**config.mk**
```make
export PLATFORM = sky130hd
export DESIGN_NAME = dual_rail_io_host
export DESIGN_NICKNAME = d
export VERILOG_FILES = /design/src/rtl/dual_rail_pkg.sv /design/src/rtl/dual_rail_checker.sv /design/src/rtl/dual_rail_io_host.sv
export SDC_FILE = /design/constraint.sdc
export NUM_CORES = 1
export LEC_CHECK = 0
export CAP_MARGIN = 20
export CORE_ASPECT_RATIO = 2
export CORE_MARGIN = 2
export CORE_UTILIZATION = 30
export DETAILED_ROUTE_END_ITERATION = 10
export SLEW_MARGIN = 20
export SYNTH_ARGS = -nofsm -noshare
export SYNTH_HDL_FRONTEND = slang
export SYNTH_SLANG_ARGS = --single-unit
export TNS_END_PERCENT = 20
```
**constraint.sdc**
```tcl
create_clock -name UserCLK -period 2.38 [get_ports UserCLK]
set_input_delay 0.476 -clock UserCLK [delete_from_list [all_inputs] [get_ports UserCLK]]
set_output_delay 0.476 -clock UserCLK [all_outputs]
set_load 0.01 [all_outputs]
```
**src/rtl/dual_rail_pkg.sv**
```systemverilog
// Shared types and helpers for the dual-rail IO host: FSM states, spacer code, encoder.
package dual_rail_pkg;

    typedef enum logic [2:0] {
        ST_IDLE,
        ST_EVAL0,
        ST_EVAL1,
        ST_WAIT,
        ST_DONE,
        ST_SPACER,
        ST_FAULT
    } dr_state_e;

    // {t, f} rail pair carrying no data
    localparam logic [1:0] DR_SPACER = 2'b00;

    function automatic logic [1:0] dr_encode(input logic b);
        return {b, ~b};
    endfunction

endpackage

```
**src/rtl/dual_rail_checker.sv**
```systemverilog
// Combinational status of one dual-rail share bus: complete, spacer, or illegal t=f=1.
module dual_rail_checker #(
    parameter int WIDTH = 8
) (
    input  logic [WIDTH-1:0] i_t,
    input  logic [WIDTH-1:0] i_f,
    input  logic [WIDTH-1:0] i_tristate,
    output logic             o_all_complete,
    output logic             o_all_spacer,
    output logic             o_any_invalid
);

    // A lane only counts as complete while the fabric is actually driving it.
    assign o_all_complete = &((i_t ^ i_f) & ~i_tristate);
    assign o_all_spacer   = ~|(i_t | i_f);
    assign o_any_invalid  = |(i_t & i_f);

endmodule

```
**src/rtl/dual_rail_io_host.sv**
```systemverilog
// Pad-side host for the dual-rail IO tiles: encodes share pairs, sequences the evaluate
// strobes and spacers, collects the completion-detected response and flags rail faults.
module dual_rail_io_host
    import dual_rail_pkg::*;
#(
    parameter int WIDTH        = 8,
    parameter int PRECH_CYCLES = 2,
    parameter int RESP_TIMEOUT = 16
) (
    input  logic             UserCLK,
    input  logic             rst_n,
    input  logic             tx_valid,
    output logic             tx_ready,
    input  logic [WIDTH-1:0] tx_share0,
    input  logic [WIDTH-1:0] tx_share1,
    output logic             rx_valid,
    input  logic             rx_ready,
    output logic [WIDTH-1:0] rx_share0,
    output logic [WIDTH-1:0] rx_share1,
    output logic             fault,
    output logic [WIDTH-1:0] O_top_0_t,
    output logic [WIDTH-1:0] O_top_0_f,
    output logic [WIDTH-1:0] O_top_1_t,
    output logic [WIDTH-1:0] O_top_1_f,
    output logic             prech1,
    output logic             prech2,
    input  logic [WIDTH-1:0] I_top_0_t,
    input  logic [WIDTH-1:0] I_top_0_f,
    input  logic [WIDTH-1:0] I_top_1_t,
    input  logic [WIDTH-1:0] I_top_1_f,
    input  logic [WIDTH-1:0] T_top,
    input  logic [WIDTH-1:0] F_masked1,
    input  logic [WIDTH-1:0] F_masked2,
    output logic             DR_fault
);

    localparam int CNT_MAX = (RESP_TIMEOUT > PRECH_CYCLES) ? RESP_TIMEOUT : PRECH_CYCLES;
    localparam int CNT_W   = $clog2(CNT_MAX + 1);
    localparam logic [CNT_W-1:0] TIMEOUT_LAST = CNT_W'(RESP_TIMEOUT - 1);
    localparam logic [CNT_W-1:0] SPACER_LAST  = CNT_W'(PRECH_CYCLES - 1);

    dr_state_e        r_state;
    dr_state_e        w_next;
    logic [CNT_W-1:0] r_cnt;
    logic             r_armed;
    logic [WIDTH-1:0] r_o0_t, r_o0_f, r_o1_t, r_o1_f;
    logic [WIDTH-1:0] r_rx0, r_rx1;

    logic w_c0_complete, w_c0_spacer, w_c0_invalid;
    logic w_c1_complete, w_c1_spacer, w_c1_invalid;
    logic w_resp_complete, w_resp_spacer, w_any_fault;

    dual_rail_checker #(.WIDTH(WIDTH)) u_chk0 (
        .i_t            (I_top_0_t),
        .i_f            (I_top_0_f),
        .i_tristate     (T_top),
        .o_all_complete (w_c0_complete),
        .o_all_spacer   (w_c0_spacer),
        .o_any_invalid  (w_c0_invalid)
    );

    dual_rail_checker #(.WIDTH(WIDTH)) u_chk1 (
        .i_t            (I_top_1_t),
        .i_f            (I_top_1_f),
        .i_tristate     (T_top),
        .o_all_complete (w_c1_complete),
        .o_all_spacer   (w_c1_spacer),
        .o_any_invalid  (w_c1_invalid)
    );

    assign w_resp_complete = w_c0_complete & w_c1_complete;
    assign w_resp_spacer   = w_c0_spacer & w_c1_spacer;

    assign w_any_fault = w_c0_invalid | w_c1_invalid
                       | (|(r_o0_t & r_o0_f)) | (|(r_o1_t & r_o1_f))
                       | ((r_state == ST_WAIT) && ((|F_masked1) || (|F_masked2)))
                       | ((r_state == ST_WAIT) && (r_cnt == TIMEOUT_LAST))
                       | ((r_state == ST_SPACER) && (r_cnt == SPACER_LAST) && !w_resp_spacer);

    // r_armed holds tx_ready low until the first edge after reset release.
    always_ff @(posedge UserCLK or negedge rst_n) begin
        if (!rst_n) begin
            r_state <= ST_IDLE;
            r_armed <= 1'b0;
        end else begin
            // NOTE: all sequential state uses <= so every flop samples pre-edge values.
            r_state <= w_next;
            r_armed <= 1'b1;
        end
    end

    always_comb begin
        // NOTE: default first so no path through the case leaves w_next unassigned (latch).
        w_next = r_state;
        case (r_state)
            ST_IDLE:   if (tx_valid && r_armed) w_next = ST_EVAL0;
            ST_EVAL0:  w_next = ST_EVAL1;
            ST_EVAL1:  w_next = ST_WAIT;
            ST_WAIT:   if (w_resp_complete) w_next = ST_DONE;
            ST_DONE:   if (rx_ready) w_next = ST_SPACER;
            ST_SPACER: if (r_cnt == SPACER_LAST) w_next = ST_IDLE;
            default:   w_next = ST_FAULT;
        endcase
        if (w_any_fault) w_next = ST_FAULT;
    end

    always_comb begin
        tx_ready = 1'b0;
        rx_valid = 1'b0;
        prech1   = 1'b0;
        prech2   = 1'b0;
        fault    = 1'b0;
        case (r_state)
            ST_IDLE:  tx_ready = r_armed;
            ST_EVAL0: prech1   = 1'b1;
            ST_EVAL1, ST_WAIT: begin
                prech1 = 1'b1;
                prech2 = 1'b1;
            end
            ST_DONE: begin
                prech1   = 1'b1;
                prech2   = 1'b1;
                rx_valid = 1'b1;
            end
            ST_FAULT: fault = 1'b1;
            default: ;
        endcase
    end

    always_ff @(posedge UserCLK or negedge rst_n) begin
        if (!rst_n) begin
            r_cnt <= '0;
        end else if (r_state == ST_WAIT || r_state == ST_SPACER) begin
            r_cnt <= r_cnt + CNT_W'(1);
        end else begin
            r_cnt <= '0;
        end
    end

    always_ff @(posedge UserCLK or negedge rst_n) begin
        if (!rst_n) begin
            r_o0_t <= '0;
            r_o0_f <= '0;
            r_o1_t <= '0;
            r_o1_f <= '0;
            r_rx0  <= '0;
            r_rx1  <= '0;
        end else begin
            if (w_next == ST_FAULT || (r_state == ST_DONE && w_next == ST_SPACER)) begin
                r_o0_t <= {WIDTH{DR_SPACER[1]}};
                r_o0_f <= {WIDTH{DR_SPACER[0]}};
                r_o1_t <= {WIDTH{DR_SPACER[1]}};
                r_o1_f <= {WIDTH{DR_SPACER[0]}};
            end else if (r_state == ST_IDLE && w_next == ST_EVAL0) begin
                for (int i = 0; i < WIDTH; i++) begin
                    {r_o0_t[i], r_o0_f[i]} <= dr_encode(tx_share0[i]);
                    {r_o1_t[i], r_o1_f[i]} <= dr_encode(tx_share1[i]);
                end
            end
            if (r_state == ST_WAIT && w_next == ST_DONE) begin
                r_rx0 <= I_top_0_t;
                r_rx1 <= I_top_1_t;
            end
        end
    end

    assign O_top_0_t = r_o0_t;
    assign O_top_0_f = r_o0_f;
    assign O_top_1_t = r_o1_t;
    assign O_top_1_f = r_o1_f;
    assign rx_share0 = r_rx0;
    assign rx_share1 = r_rx1;
    assign DR_fault  = fault;

endmodule

```
# Word level (Yosys, flattened, before mapping)
# Index checks and enable logic that the tools add are counted.
# Widths: inputs -> output; s select.
[op_classes] add_sub_neg=1 multipliers=0 n_div=0 magnitude_cmp=0 eq_ne=12 shifts=0 muxes=20 bitwise=35 n_reduce_logical=28
[op_table] operator="$mux 8" n=8
[op_table] operator="$reduce_or 8->1" n=8
[op_table] operator="$and 8x8->8" n=6
[op_table] operator="$eq 3x3->1 const B" n=6
[op_table] operator="$pmux 3 s6" n=1
[op_table] operator="$not 1->1" n=16
[op_table] operator="$or 8x8->8" n=2
[op_table] operator="$reduce_and 8->1" n=2
[op_table] operator="$xor 8x8->8" n=2
[op_table] operator="$mux 3" n=5
[op_table] operator="$logic_and 1x1->1" n=8
[op_table] operator="$not 8->8" n=1
[op_table] operator="$eq 3x1->1 const B" n=2
[op_table] operator="$eq 3x2->1 const B" n=2
[op_table] operator="$or 1x1->1" n=6
[op_table] operator="$add 5x1->5 const B" n=1
[op_table] operator="$eq 5x1->1 const B" n=1
[op_table] operator="$eq 5x4->1 const B" n=1
[op_table] operator="$mux 1" n=5
[op_table] operator="$mux 5" n=1
[op_table] operator="$reduce_or 4->1" n=1
[op_table] operator="$logic_not 1->1" n=3
[op_table] operator="$logic_not 3->1" n=1
[op_table] operator="$logic_or 1x1->1" n=3
[op_table] operator="other kinds (3)" n=4
[word_totals] reg_bits=57 latch_bits=0 ramBits=0 mem_bits_ro=0 input_bits=76 out_inout_bits=54 elab_cells=105 memories=0

# Longest topological paths before layout
[logic_depth] ltp_word=13 ltp_mapped=9 mapped_depth_nobuf=8

# By module
# From an unflattened synthesis, not the netlist that was laid out.
[hier_totals] cells_unflattened=372 hier_area_um2=3772.4
[modules_own_cells] module="dual_rail_io_host" instances=1 cells_per_inst=286 area_per_inst_um2=3096.7 seq_area_each_um2=1426.4
[modules_own_cells] module="dual_rail_checker" instances=2 cells_per_inst=43 area_per_inst_um2=337.8 seq_area_each_um2=0.0

# Worst setup path after synthesis
# No wires, ideal clock.
[synth_timing] path_type="input to register" startpoint="input I_top_1_t[6]" endpoint="register r_rx0[1], in the netlist rx_share0[1]" setup_time_ps=125 t_arrival_ps=2224 required_ps=2255 slack_ps=31 stages=8 path_buffers=1 cell_sequence="inv_1 ha_1 nand4_1 or4_1 a211oi_2 nand4_4 buf_6 mux2_4"
[synth_via] elab_chain_cells=11
[synth_rtl] element="start: declaration" line_no="dual_rail_io_host.sv:29" source="input logic [WIDTH-1:0] I_top_1_t,"
[synth_rtl] element="$and 8x8->8" line_no="dual_rail_checker.sv:16" source="assign o_any_invalid = |(i_t & i_f);"
[synth_rtl] element="$reduce_or 8->1" line_no="dual_rail_checker.sv:16"
[synth_rtl] element="$or 1x1->1" line_no="dual_rail_io_host.sv:74" source="assign w_any_fault = w_c0_invalid | w_c1_invalid"
[synth_rtl] element="$or 1x1->1 (2 in series)" line_no="dual_rail_io_host.sv:75" source="| (|(r_o0_t & r_o0_f)) | (|(r_o1_t & r_o1_f))"
[synth_rtl] element="$or 1x1->1" line_no="dual_rail_io_host.sv:76" source="| ((r_state == ST_WAIT) && ((|F_masked1) || (|F_masked2)))"
[synth_rtl] element="$or 1x1->1" line_no="dual_rail_io_host.sv:77" source="| ((r_state == ST_WAIT) && (r_cnt == TIMEOUT_LAST))"
[synth_rtl] element="$or 1x1->1" line_no="dual_rail_io_host.sv:78" source="| ((r_state == ST_SPACER) && (r_cnt == SPACER_LAST) && !w_resp_spacer);"
[synth_rtl] element="$mux 3 *" line_no="dual_rail_io_host.sv:104" source="if (w_any_fault) w_next = ST_FAULT;"
[synth_rtl] element="$eq 3x3->1 *" line_no="dual_rail_io_host.sv:160" source="if (r_state == ST_WAIT && w_next == ST_DONE) begin"
[synth_rtl] element="$logic_and 1x1->1 *" line_no="dual_rail_io_host.sv:160"
[synth_rtl] element="end signal: assignment" line_no="dual_rail_io_host.sv:161" source="r_rx0 <= I_top_0_t;"
[synth_rtl] element="end: declaration" line_no="dual_rail_io_host.sv:47" source="logic [WIDTH-1:0] r_rx0, r_rx1;"
# Mark *: on every way between the ends. The rest lies on a longest branch, timed or not.
# A chain may end at the register's enable or synchronous reset.

# Final worst setup path
[layout_timing] startpoint="register r_state[2]" endpoint="output tx_ready"
[layout_via] elab_chain_cells=2
[layout_rtl] element="start: declaration" line_no="dual_rail_io_host.sv:42" source="dr_state_e r_state;"
[layout_rtl] element="start signal: assignment" line_no="dual_rail_io_host.sv:87" source="r_state <= w_next;"
[layout_rtl] element="$logic_not 3->1" line_no="dual_rail_io_host.sv:113" source="case (r_state)"
[layout_rtl] element="$mux 1" line_no="dual_rail_io_host.sv:113"
[layout_rtl] element="end: declaration" line_no="dual_rail_io_host.sv:13" source="output logic tx_ready,"
# Every way passes these cells.

==> flow_summary.json <==
{
  "grt_pass1_vias": 3045,
  "drc_errors": 0,
  "dp.cells": 603,
  "synthCells": 316,
  "layout_commonest_cell": "clkdlybuf4s50_1",
  "cap_violations": 0,
  "area_growth_pct": 67.5,
  "status": "finished, final reports clean",
  "numCtsBuffers": 9,
  "skew_ns": 0.00452,
  "max_clock_freq_mhz": 429,
  "worstSetupEndpointType": "output port",
  "fin_cells": 626,
  "seq_area_frac_synth_pct": 45.7,
  "required_ns": 1.90,
  "place_hpwl_um": 7590,
  "synth_edf_count": 0,
  "start_util_pct": 30.7,
  "cts_buffer_depth": 2,
  "slowest_stage": "clkdlybuf4s50_1",
  "ir_worst_vdd_mv": 0.354,
  "wl_um": 9840,
  "gp_congestion": 0.829,
  "syn-num-nets": 427,
  "ios": 130,
  "criticalPathCategory": "reg2out",
  "grt_max_degree": 38,
  "nNetsFinal": 597,
  "synth.cell_area_um2": 3120,
  "grt.overflow.total": 0,
  "layout_common_cells": "96 x clkdlybuf4s50_1, 56 x dfrtp_1, 38 x nand2_1, 38 x buf_4, 35 x inv_1",
  "period_share_pct": 98.0,
  "hold_viol_final": 0,
  "period_minus_slack_ns": 2.33,
  "power.total_mw": 2.37,
  "firstDrtPassIters": 5,
  "grt_pass1_wl_um": 15600,
  "ys_seq_elements": 57,
  "cts-root-buf": "clkbuf_16",
  "num_vias": 2901,
  "synth.avg_cell_area_um2": 9.87,
  "finalSetupViolations": 0,
  "synth_cell_types": 37,
  "routedWlPerCell_um": 15.7,
  "cts.sinks": 57,
  "crit_chain": "nor4b_2, buf_4, clkdlybuf4s50_1",
  "synthArstFlopShare_pct": 100,
  "insertion_delay_ns": 0.33,
  "die_area_um2": 11300,
  "leakage_nw": 2.39,
  "final_util_pct": 51.5,
  "viasPerCell": 4.63,
  "synth-main-ff-cell": "dfrtp_1",
  "cts-htree-levels": 3,
  "clk_pin_slew_ns": 0.05,
  "die_h_um": 148,
  "die_x_um": 76.1,
  "cpPeakStageDelay_ns": 0.52,
  "cts_tree": "built",
  "crit_arrival_ns": 1.86,
  "worst-path-max-fanout": 8,
  "drive_above_1_share_pct": 21.6,
  "rows": 52,
  "p_per_area_nw_per_um2": 454,
  "relSlewSlack_pct": 58.8,
  "gr-usage-all-layers_pct": 18.1,
  "port_buffers": 129,
  "ys_warn_count": 0,
  "antenna_found_initial": 1,
  "start_kind": "flop",
  "core-area_um2": 10100,
  "min_path_type": "in2async",
  "worst_slew_pin_slew_ns": 0.616,
  "report.final.slew_viol_count": 0,
  "dr.first_iter.drc_count": 101,
  "ant_nets": 0
}
==> timing repair <==
action,4_1_cts,5_1_grt
pin swaps,12,17
hold buffers,0,0
endpoints found under the setup margin,53,49
resized for setup,53,33
gates cloned,1,0
buffers inserted,7,2
==> cell usage after synthesis, types with 5 or more instances <==
| cell type | number | area (µm²) |
|---|---|---|
| a21oi_1 | 18 | 90.1 |
| a22oi_1 | 8 | 60.1 |
| and3_1 | 5 | 31.3 |
| clkbuf_1 | 8 | 30.0 |
| dfrtp_1 | 57 | 1430 |
| ha_1 | 35 | 438 |
| inv_1 | 36 | 135 |
| mux2_2 | 6 | 67.6 |
| mux2_4 | 10 | 150 |
| nand2_1 | 38 | 143 |
| nand4_1 | 9 | 56.3 |
| nor2_1 | 29 | 109 |
| nor4_1 | 8 | 50.1 |
| o21ai_0 | 19 | 95.1 |
==> per-layer routing <==
layer  global-route usage (%)  routed length (µm)  up-vias
met3                     2.55                 380       13
met2                     35.9                5870       93
li1                         -                   -     1410
met1                     17.6                3340     1385
met4                     9.73                 246        0
met5                        0                   0        -
==> final cells by class <==
class	instances	area (µm²)
multi-input combinational	210	1610
timing repair buffer	172	1610
sequential	57	1430
clock inverter	3	17.5
fill	980	4920
tap	135	169
inverter	36	135
clock buffer	12	246
antenna	1	2.50
==> sequential cells by signal, indices dropped and copies added, names as in the netlist <==
register and cells:
r_cnt 5, O_top_0_f 8, r_state 3, O_top_0_t 8, r_armed 1, O_top_1_f 8
O_top_1_t 8, rx_share0 8, rx_share1 8
==> power by group <==
| group | internal, mW | switching (mW) |
|---|---|---|
| clock network | 0.722 | 0.434 |
| logic | 0.149 | 0.0960 |
| registers | 0.972 | 0.000181 |
| total | 1.84 | 0.530 |
==> logic make-up (layout without fill, tap and decap cells) <==
logic type                 after synthesis  count (layout)  synth area share, %
and+or+nand+nor                        105             105                 16.7
muxes                                   16              16                 6.98
DFF                                     57              57                 45.7
other                                    1               2                0.120
buffers and inverters                   49             223                 6.38
AOI/OAI and AO/OA                       50              50                 9.26
adders and majority gates               35              35                 14.0
xor gates and xnor gates                 3               3                0.842
==> worst max-delay path: cells and delay by family (launching register included) <==
kind                   cells  cell delay [ns]
buffers and inverters      2             0.69
and+or+nand+nor            1             0.35
DFF                        1             0.48
==> worst paths after layout <==
check,to,from,slack [ns],cells after the start
setup / recovery,tx_ready,r_state[2]$_DFF_PN0_,0.05,3
hold / removal,rx_share0[0]$_DFFE_PN0P_,rst_n,0.14,1
setup reg to reg,rx_share0[6]$_DFFE_PN0P_,r_cnt[0]$_DFF_PN0_,0.15,10
hold reg to reg,rx_share1[6]$_DFFE_PN0P_,rx_share1[6]$_DFFE_PN0P_,0.50,1
max in group asynchronous,O_top_0_f[6]$_DFFE_PN0P_,rst_n,1.65,2
min in group UserCLK,rx_share1[1]$_DFFE_PN0P_,I_top_1_t[1],0.42,2
==> per-stage QoR <==
stage / TNS (ns) / area [µm²] / setup slack [ns] / hold slack [ns]
2_1_floorplan: 0 / 3120 / 0.0310 / 0.180
3_3_place_gp: -26.23 / 4840 / -0.627 / 0.490
3_5_place_dp: -27.96 / 4840 / -0.643 / 0.494
4_1_cts: -0.641 / 5230 / -0.0740 / 0.152
5_1_grt: -0.210 / 5230 / -0.0309 / 0.173
6_report: 0 / 5230 / 0.0488 / 0.137
Note: power is estimated with default switching activity, not from simulation.
